### src/rtl/imemfifo_if.sv
// Push/pop handshake and single-port RAM bundle for imemfifo.
// The slave modport is the FIFO controller side.
interface imemfifo_if #(
   parameter int ADDRBIT = 11,
   parameter int WIDTH   = 32
);
   logic               wr_vld;
   logic               wr_rdy;
   logic [WIDTH-1:0]   wr_dat;
   logic               rd_vld;
   logic               rd_rdy;
   logic [WIDTH-1:0]   rd_dat;
   logic [ADDRBIT-1:0] mem_a;
   logic               mem_we;
   logic               mem_re;
   logic [WIDTH-1:0]   mem_di;
   logic [WIDTH-1:0]   mem_do;
   logic [ADDRBIT:0]   cnt;

   modport slave (
      input  wr_vld, wr_dat, rd_rdy, mem_do,
      output wr_rdy, rd_vld, rd_dat, mem_a, mem_we, mem_re, mem_di, cnt
   );

   modport master (
      output wr_vld, wr_dat, rd_rdy, mem_do,
      input  wr_rdy, rd_vld, rd_dat, mem_a, mem_we, mem_re, mem_di, cnt
   );
endinterface

### src/rtl/imemfifo.sv
// Streaming FIFO controller around a single-port RAM with fixed LAT-cycle read latency.
// Reads are credit-limited so the small output buffer can always absorb in-flight data.
module imemfifo #(
   parameter int ADDRBIT = 11,
   parameter int DEPTH   = 1536,
   parameter int WIDTH   = 32,
   parameter int LAT     = 3
) (
   input  logic      clk,
   input  logic      rst,
   imemfifo_if.slave bus
);
   localparam int BW = $clog2(LAT + 2);
   localparam int IW = (LAT > 0) ? $clog2(LAT + 1) : 1;
   localparam logic [ADDRBIT:0]   DEPTH_C  = (ADDRBIT + 1)'(DEPTH);
   localparam logic [ADDRBIT-1:0] PTR_LAST = ADDRBIT'(DEPTH - 1);
   localparam logic [BW:0]        OCC_MAX  = (BW + 1)'(LAT + 1);
   localparam logic [IW-1:0]      BUF_LAST = IW'(LAT);

   logic [ADDRBIT-1:0] wptr, rptr;
   logic [ADDRBIT:0]   mcnt, cnt_q;
   logic [LAT-1:0]     infl;
   logic [WIDTH-1:0]   obuf [LAT+1];
   logic [IW-1:0]      bhead, btail;
   logic [BW-1:0]      bcnt;
   logic               prio_rd;

   logic [BW:0] occ;
   logic        rd_want, rd_issue, wr_ok, wr_acc, capture, pop;

   function automatic logic [BW:0] popcnt(input logic [LAT-1:0] v);
      logic [BW:0] s;
      s = '0;
      for (int i = 0; i < LAT; i++) s = s + (BW + 1)'(v[i]);
      return s;
   endfunction

   always_comb begin
      occ      = {1'b0, bcnt} + popcnt(infl);
      rd_want  = (mcnt != '0) && (occ < OCC_MAX);
      wr_ok    = (mcnt != DEPTH_C) && !(rd_want && prio_rd);
      wr_acc   = bus.wr_vld && wr_ok;
      rd_issue = rd_want && (prio_rd || !bus.wr_vld);
      capture  = infl[LAT-1];
      pop      = (bcnt != '0) && bus.rd_rdy;
   end

   assign bus.wr_rdy = wr_ok;
   assign bus.mem_we = wr_acc;
   assign bus.mem_re = rd_issue;
   assign bus.mem_a  = wr_acc ? wptr : rptr;
   assign bus.mem_di = bus.wr_dat;
   assign bus.rd_vld = (bcnt != '0);
   assign bus.rd_dat = obuf[bhead];
   assign bus.cnt    = cnt_q;

   always_ff @(posedge clk or posedge rst) begin
      if (rst) begin
         wptr    <= '0;
         rptr    <= '0;
         mcnt    <= '0;
         infl    <= '0;
         bhead   <= '0;
         btail   <= '0;
         bcnt    <= '0;
         prio_rd <= 1'b0;
         cnt_q   <= '0;
      end else begin
         if (wr_acc) begin
            wptr    <= (wptr == PTR_LAST) ? '0 : wptr + 1'b1;
            mcnt    <= mcnt + 1'b1;
            prio_rd <= 1'b1;
         end else if (rd_issue) begin
            rptr    <= (rptr == PTR_LAST) ? '0 : rptr + 1'b1;
            mcnt    <= mcnt - 1'b1;
            prio_rd <= 1'b0;
         end

         infl <= (infl << 1) | LAT'(rd_issue);

         if (capture) btail <= (btail == BUF_LAST) ? '0 : btail + 1'b1;
         if (pop)     bhead <= (bhead == BUF_LAST) ? '0 : bhead + 1'b1;

         case ({capture, pop})
            2'b10:   bcnt <= bcnt + 1'b1;
            2'b01:   bcnt <= bcnt - 1'b1;
            default: bcnt <= bcnt;
         endcase

         case ({wr_acc, pop})
            2'b10:   cnt_q <= cnt_q + 1'b1;
            2'b01:   cnt_q <= cnt_q - 1'b1;
            default: cnt_q <= cnt_q;
         endcase
      end
   end

   // Data registers are not reset; rd_dat only has meaning while rd_vld is high.
   always_ff @(posedge clk) begin
      if (capture) obuf[btail] <= bus.mem_do;
   end
endmodule

### src/flat_wrapper.sv
// flat-port wrapper written by rule: the top's interface ports become plain ports
module imemfifo_flat 
#(
   parameter int ADDRBIT = 11,
   parameter int DEPTH   = 1536,
   parameter int WIDTH   = 32,
   parameter int LAT     = 3
)
  (clk, rst, bus_wr_vld, bus_wr_dat, bus_rd_rdy, bus_mem_do, bus_wr_rdy, bus_rd_vld, bus_rd_dat, bus_mem_a, bus_mem_we, bus_mem_re, bus_mem_di, bus_cnt);
  imemfifo_if #(.ADDRBIT(ADDRBIT), .WIDTH(WIDTH)) bus_i ();
  input  logic clk;
  input  logic rst;
  input wire logic [$bits(bus_i.wr_vld)-1:0] bus_wr_vld;
  input wire logic [$bits(bus_i.wr_dat)-1:0] bus_wr_dat;
  input wire logic [$bits(bus_i.rd_rdy)-1:0] bus_rd_rdy;
  input wire logic [$bits(bus_i.mem_do)-1:0] bus_mem_do;
  output wire logic [$bits(bus_i.wr_rdy)-1:0] bus_wr_rdy;
  output wire logic [$bits(bus_i.rd_vld)-1:0] bus_rd_vld;
  output wire logic [$bits(bus_i.rd_dat)-1:0] bus_rd_dat;
  output wire logic [$bits(bus_i.mem_a)-1:0] bus_mem_a;
  output wire logic [$bits(bus_i.mem_we)-1:0] bus_mem_we;
  output wire logic [$bits(bus_i.mem_re)-1:0] bus_mem_re;
  output wire logic [$bits(bus_i.mem_di)-1:0] bus_mem_di;
  output wire logic [$bits(bus_i.cnt)-1:0] bus_cnt;
  assign bus_i.wr_vld = bus_wr_vld;
  assign bus_i.wr_dat = bus_wr_dat;
  assign bus_i.rd_rdy = bus_rd_rdy;
  assign bus_i.mem_do = bus_mem_do;
  assign bus_wr_rdy = bus_i.wr_rdy;
  assign bus_rd_vld = bus_i.rd_vld;
  assign bus_rd_dat = bus_i.rd_dat;
  assign bus_mem_a = bus_i.mem_a;
  assign bus_mem_we = bus_i.mem_we;
  assign bus_mem_re = bus_i.mem_re;
  assign bus_mem_di = bus_i.mem_di;
  assign bus_cnt = bus_i.cnt;
  imemfifo #(.ADDRBIT(ADDRBIT), .DEPTH(DEPTH), .WIDTH(WIDTH), .LAT(LAT)) u_core (.clk(clk), .rst(rst), .bus(bus_i));
endmodule
### config.mk
export PLATFORM = sky130hd
export DESIGN_NAME = imemfifo_flat
export DESIGN_NICKNAME = d
export VERILOG_FILES = /design/src/rtl/imemfifo_if.sv /design/src/rtl/imemfifo.sv /design/src/flat_wrapper.sv
export SDC_FILE = /design/constraint.sdc
export NUM_CORES = 1
export LEC_CHECK = 0
export CORE_ASPECT_RATIO = 2
export CORE_UTILIZATION = 50
export DETAILED_ROUTE_END_ITERATION = 8
export GPL_TIMING_DRIVEN = 0
export HOLD_SLACK_MARGIN = 0.06
export PLACE_DENSITY_LB_ADDON = 0.25
export SYNTH_ARGS = -nofsm -noshare
export SYNTH_HDL_FRONTEND = slang
export SYNTH_SLANG_ARGS = --single-unit
### constraint.sdc
create_clock -name clk -period 6.8 [get_ports clk]
set_clock_uncertainty 0.2 [all_clocks]
set_input_delay 1.36 -clock clk [delete_from_list [all_inputs] [get_ports clk]]
set_output_delay 1.36 -clock clk [all_outputs]
set_load 0.005 [all_outputs]
==> summary by stage <==
Floorplan
The die extent in y is roughly 190 um. The core area is 16770 um2. The initial utilization of the core area, before any placement, comes to 0.5116. The die is ~95 um wide. Row generation in the floorplan step produced 67 rows. Pin placement for this block handled 159 I/O pins. The die covers 17710 um2.

CTS
The tree built by TritonCTS fans out to 185 sinks. Buffers added to address setup during post-CTS repair amount to 0. TritonCTS built the clock tree.

The cell at the root of the clock tree is clkbuf_16. The clock latency on the worst-skew pair is 0.43 ns. After clock tree synthesis, the repair step resized 0 gates.

The worst-case clock buffer depth is 2. After clock tree synthesis, the clock-pin slew on the worst setup and hold paths is 0.07 ns. The number of buffers added by the clock tree synthesis step is 17. The number of buffers added to fix hold violations after cts is 0. The clock tree synthesis step divided the H-tree into 4 levels.

Synthesis
After synthesis, the cell types taking the most area are edfxtp_1 (45%), dfrtp_1 (17%), mux4_2 (8.4%). The flip-flop and latch count after synthesis is 185. The net count after synthesis is 705. In the synthesized netlist, the cells that appear most often are edfxtp_1 (128), nand2_1 (59), dfrtp_1 (57), o21ai_0 (33).

The post-synthesis cell count is 602. For this run, the register share of the synthesized area comes to 0.6144. Of the post-synthesis cell area, the dominant cell type holds 0.4481.

Of all flip-flops after synthesis, the portion carrying an async set or reset was 0.3081. For this run, the number of Yosys warnings is 0. The average instance in the mapped netlist occupies between 10 and 15 um2. The library cell with the highest instance count after synthesis is edfxtp_1. The synthesized netlist occupies a cell area of 8577 um2. In the synthesized netlist the dominant register cell turns out to be edfxtp_1.

Counting distinct cell types in the post-synthesis netlist gives 55. The cell taking the most area after synthesis is edfxtp_1. The number of enable flip-flop cells after synthesis is between 100 and 150.

Global route
The via count of the first global-routing pass was 5700. The maximum number of pins on one net before global-route repair is 44. The first-pass GRT wire length is 27.35 mm. In the global route stage, overall resource usage came out at 0.2023. For this run the aggregate overflow at the end of global routing stands at 0. The initial antenna violation count is 0.

Final layout
Of the cells placed in the final design, the portion with a size suffix greater than 1 is 0.1616. The utilization of the core after routing is 0.6375. The number of nets in the layout is roughly 850. The area growth from synthesis to layout is 24.62%. The number of antenna diodes in the final layout is 0.

STA
Headroom to the max-slew limit came out at 0.3772. Setup repair after global routing left no endpoint under its margin. The highest clock frequency the design can meet is 0.1775 GHz.

The transition at the pin with the smallest max-transition slack is 0.9212 ns. The final critical path time including I/O delays and setup is 5.635 ns. The number of hold-slack violations in the final timing report is 0. The fraction of the cycle the final worst path needs is 0.8287. The total of endpoints with negative setup slack in the final report is 0. The total count of max-transition violations in the final report came to 0. The final setup TNS is 0 ns.

Power
The maximum resistive drop on vdd is about 0.00024 V. In this run the static leakage power is between 4 and 5 nW. Overall power consumption after layout is estimated at 5.060 mW. The power density relative to cell area is 473.4 nW/um2.

Setup path
The worst setup path is captured at a flip-flop. At the worst endpoint, the arrival time is 5.76 ns. The class of the most critical setup path is flip-flop to flip-flop.

The delay of the slowest cell on the worst path is 0.72 ns. The most critical setup path has its startpoint at u_core.infl[0]$_DFF_PP0_. The worst register-to-register path ends at u_core.bus.cnt[10]$_DFFE_PP0P_. The kind of cell with the highest combined delay along the critical path is compound AO/OA/AOI/OAI gates. The critical path goes through ha_1 -> ha_1 -> a21o_1 -> a2111oi_0 -> o21a_1 -> o22a_4 -> buf_6 -> buf_2 -> ha_1 -> inv_1 -> fa_1 -> nor2b_1 -> o21ai_0 -> a21oi_1 -> o2111ai_1 -> mux2_2 -> a221oi_1. Along the worst path, the maximum fanout reaches 21.

The standard cell with the maximum stage delay on the critical path is a2111oi_0. The setup slack on the worst flop-to-flop path is 1.17 ns. The length in cells of the worst reg-to-reg path is 17. The number of buffers and inverters on the critical path is 3. In this run the critical register-to-register path is launched from u_core.infl[0]$_DFF_PP0_.

STA classifies the critical path startpoint as a flip-flop. The most numerous cell type found on the critical path is ha_1. The data required time at the worst endpoint is 6.92 ns.

Routing
The overall via count from detail_route is between 5000 and 6000. The detailed-routing iteration count for the pre-antenna-repair pass is 5. The detailed router finished its first iteration with 280 violations. The via density per instance is 5.579. The final antenna-violating net count is 0.

The routed wire length is 17.22 mm. In the final routed layout, each cell accounts on average for 17.79 um. The remaining design rule violation count is 0.

Worst hold path
The worst hold path passes through 0 cells. The startpoint of the worst hold path is u_core.infl[0]$_DFF_PP0_. The hold path endpoint is u_core.infl[1]$_DFF_PP0_. The worst min-delay path category is flip-flop to flip-flop.

Placed design
During placement, the flow inserted port buffers numbering 126. The estimated wirelength of the detail-placed design is 12.29 mm. The congestion estimate from routability-driven global placement came to 0.8102.

Status
The flow ran to the end, and the final reports show no timing, DRC or antenna violations.

Run
The max-cap check violation count is 0.
cells by family (layout without fill, tap and decap cells):
logic type | Yosys count | after routing | synth area share
flip-flops | 185 | 185 | 0.6144
AO/OA/AOI/OAI | 89 | 89 | 0.06448
buffers and inverters | 68 | 227 | 0.04508
XOR/XNOR | 30 | 30 | 0.03063
multiplexers | 50 | 50 | 0.1071
AND/OR/NAND/NOR | 145 | 145 | 0.08461
adder cells (fa/ha/maj) | 35 | 35 | 0.05368
layout by cell type (no fill, tap or decap), drive strengths merged, types with 5 or more instances in the layout:
cell type	instances
clkdlybuf4s50	126
xnor2	17
xor2	13
a21o	8
mux4	32
and3	8
mux2	14
and2	5
nor3	11
inv	27
dfrtp	57
edfxtp	128
o21ai	33
nand4	7
a21oi	21
ha	32
clkbuf	26
nand2b	5
nor2	17
buf	41
nand2	59
nand3	12
how the worst max path moves through the flow:
| stage | to | slack, ns | cells after the start |
|---|---|---|---|
| finish | u_core.bus.cnt[10]$_DFFE_PP0P_ | 1.17 | 17 |
| global route | u_core.bus.cnt[10]$_DFFE_PP0P_ | 0.70 | 17 |
| floorplan | u_core.bus.cnt[10]$_DFFE_PP0P_ | 2.03 | 17 |
| detailed placement | u_core.bus.cnt[10]$_DFFE_PP0P_ | 1.16 | 17 |
| CTS | u_core.bus.cnt[10]$_DFFE_PP0P_ | 1.13 | 17 |
| global placement | u_core.bus.cnt[10]$_DFFE_PP0P_ | 1.35 | 17 |
layer usage:
metal  track usage  up-vias  wire length (um)
met5             0        -                 0
met4       0.09732        0               533
met3       0.03415       36               560
met2        0.3730      141              9787
met1        0.2147     2696              6337
li1              -     2527                 -
state kept, by name, summed over array words and instances (netlist names):
signal,flops
u_core.rptr,11
u_core.bhead,2
u_core.obuf,128
u_core.bus.cnt,12
u_core.prio_rd,1
u_core.bcnt,3
u_core.btail,2
u_core.wptr,11
u_core.infl,3
u_core.mcnt,12
layout make-up:
class | count | area [um2]
flip-flops and latches | 185 | 5270
plain buffers | 48 | 311.5
multi-input cells | 349 | 2925
repair buffers | 127 | 1281
inverters | 20 | 75.07
clock buffers | 18 | 429.2
clock inverters | 14 | 137.6
well taps | 207 | 259.0
fillers | 1250 | 6077
report_power, final:
group | switching, mW | internal [mW]
Combinational | 1.15 | 1.23
Sequential | 0.191 | 1.54
Clock | 0.435 | 0.515
Total | 1.78 | 3.28
through the flow:
step / std cells / cell area, um2 / hold slack [ns] / setup WS [ns]
2_1_floorplan: 602 / 8577 / 0.1574 / 2.027
3_3_place_gp: 935 / 10100 / 0.1671 / 1.346
3_5_place_dp: 936 / 10120 / 0.1850 / 1.162
4_1_cts: 968 / 10690 / 0.1969 / 1.129
5_1_grt: 968 / 10690 / 0.2003 / 0.6984
6_report: 968 / 10690 / 0.1966 / 1.165
No activity file was read; power rests on OpenSTA's default activity.
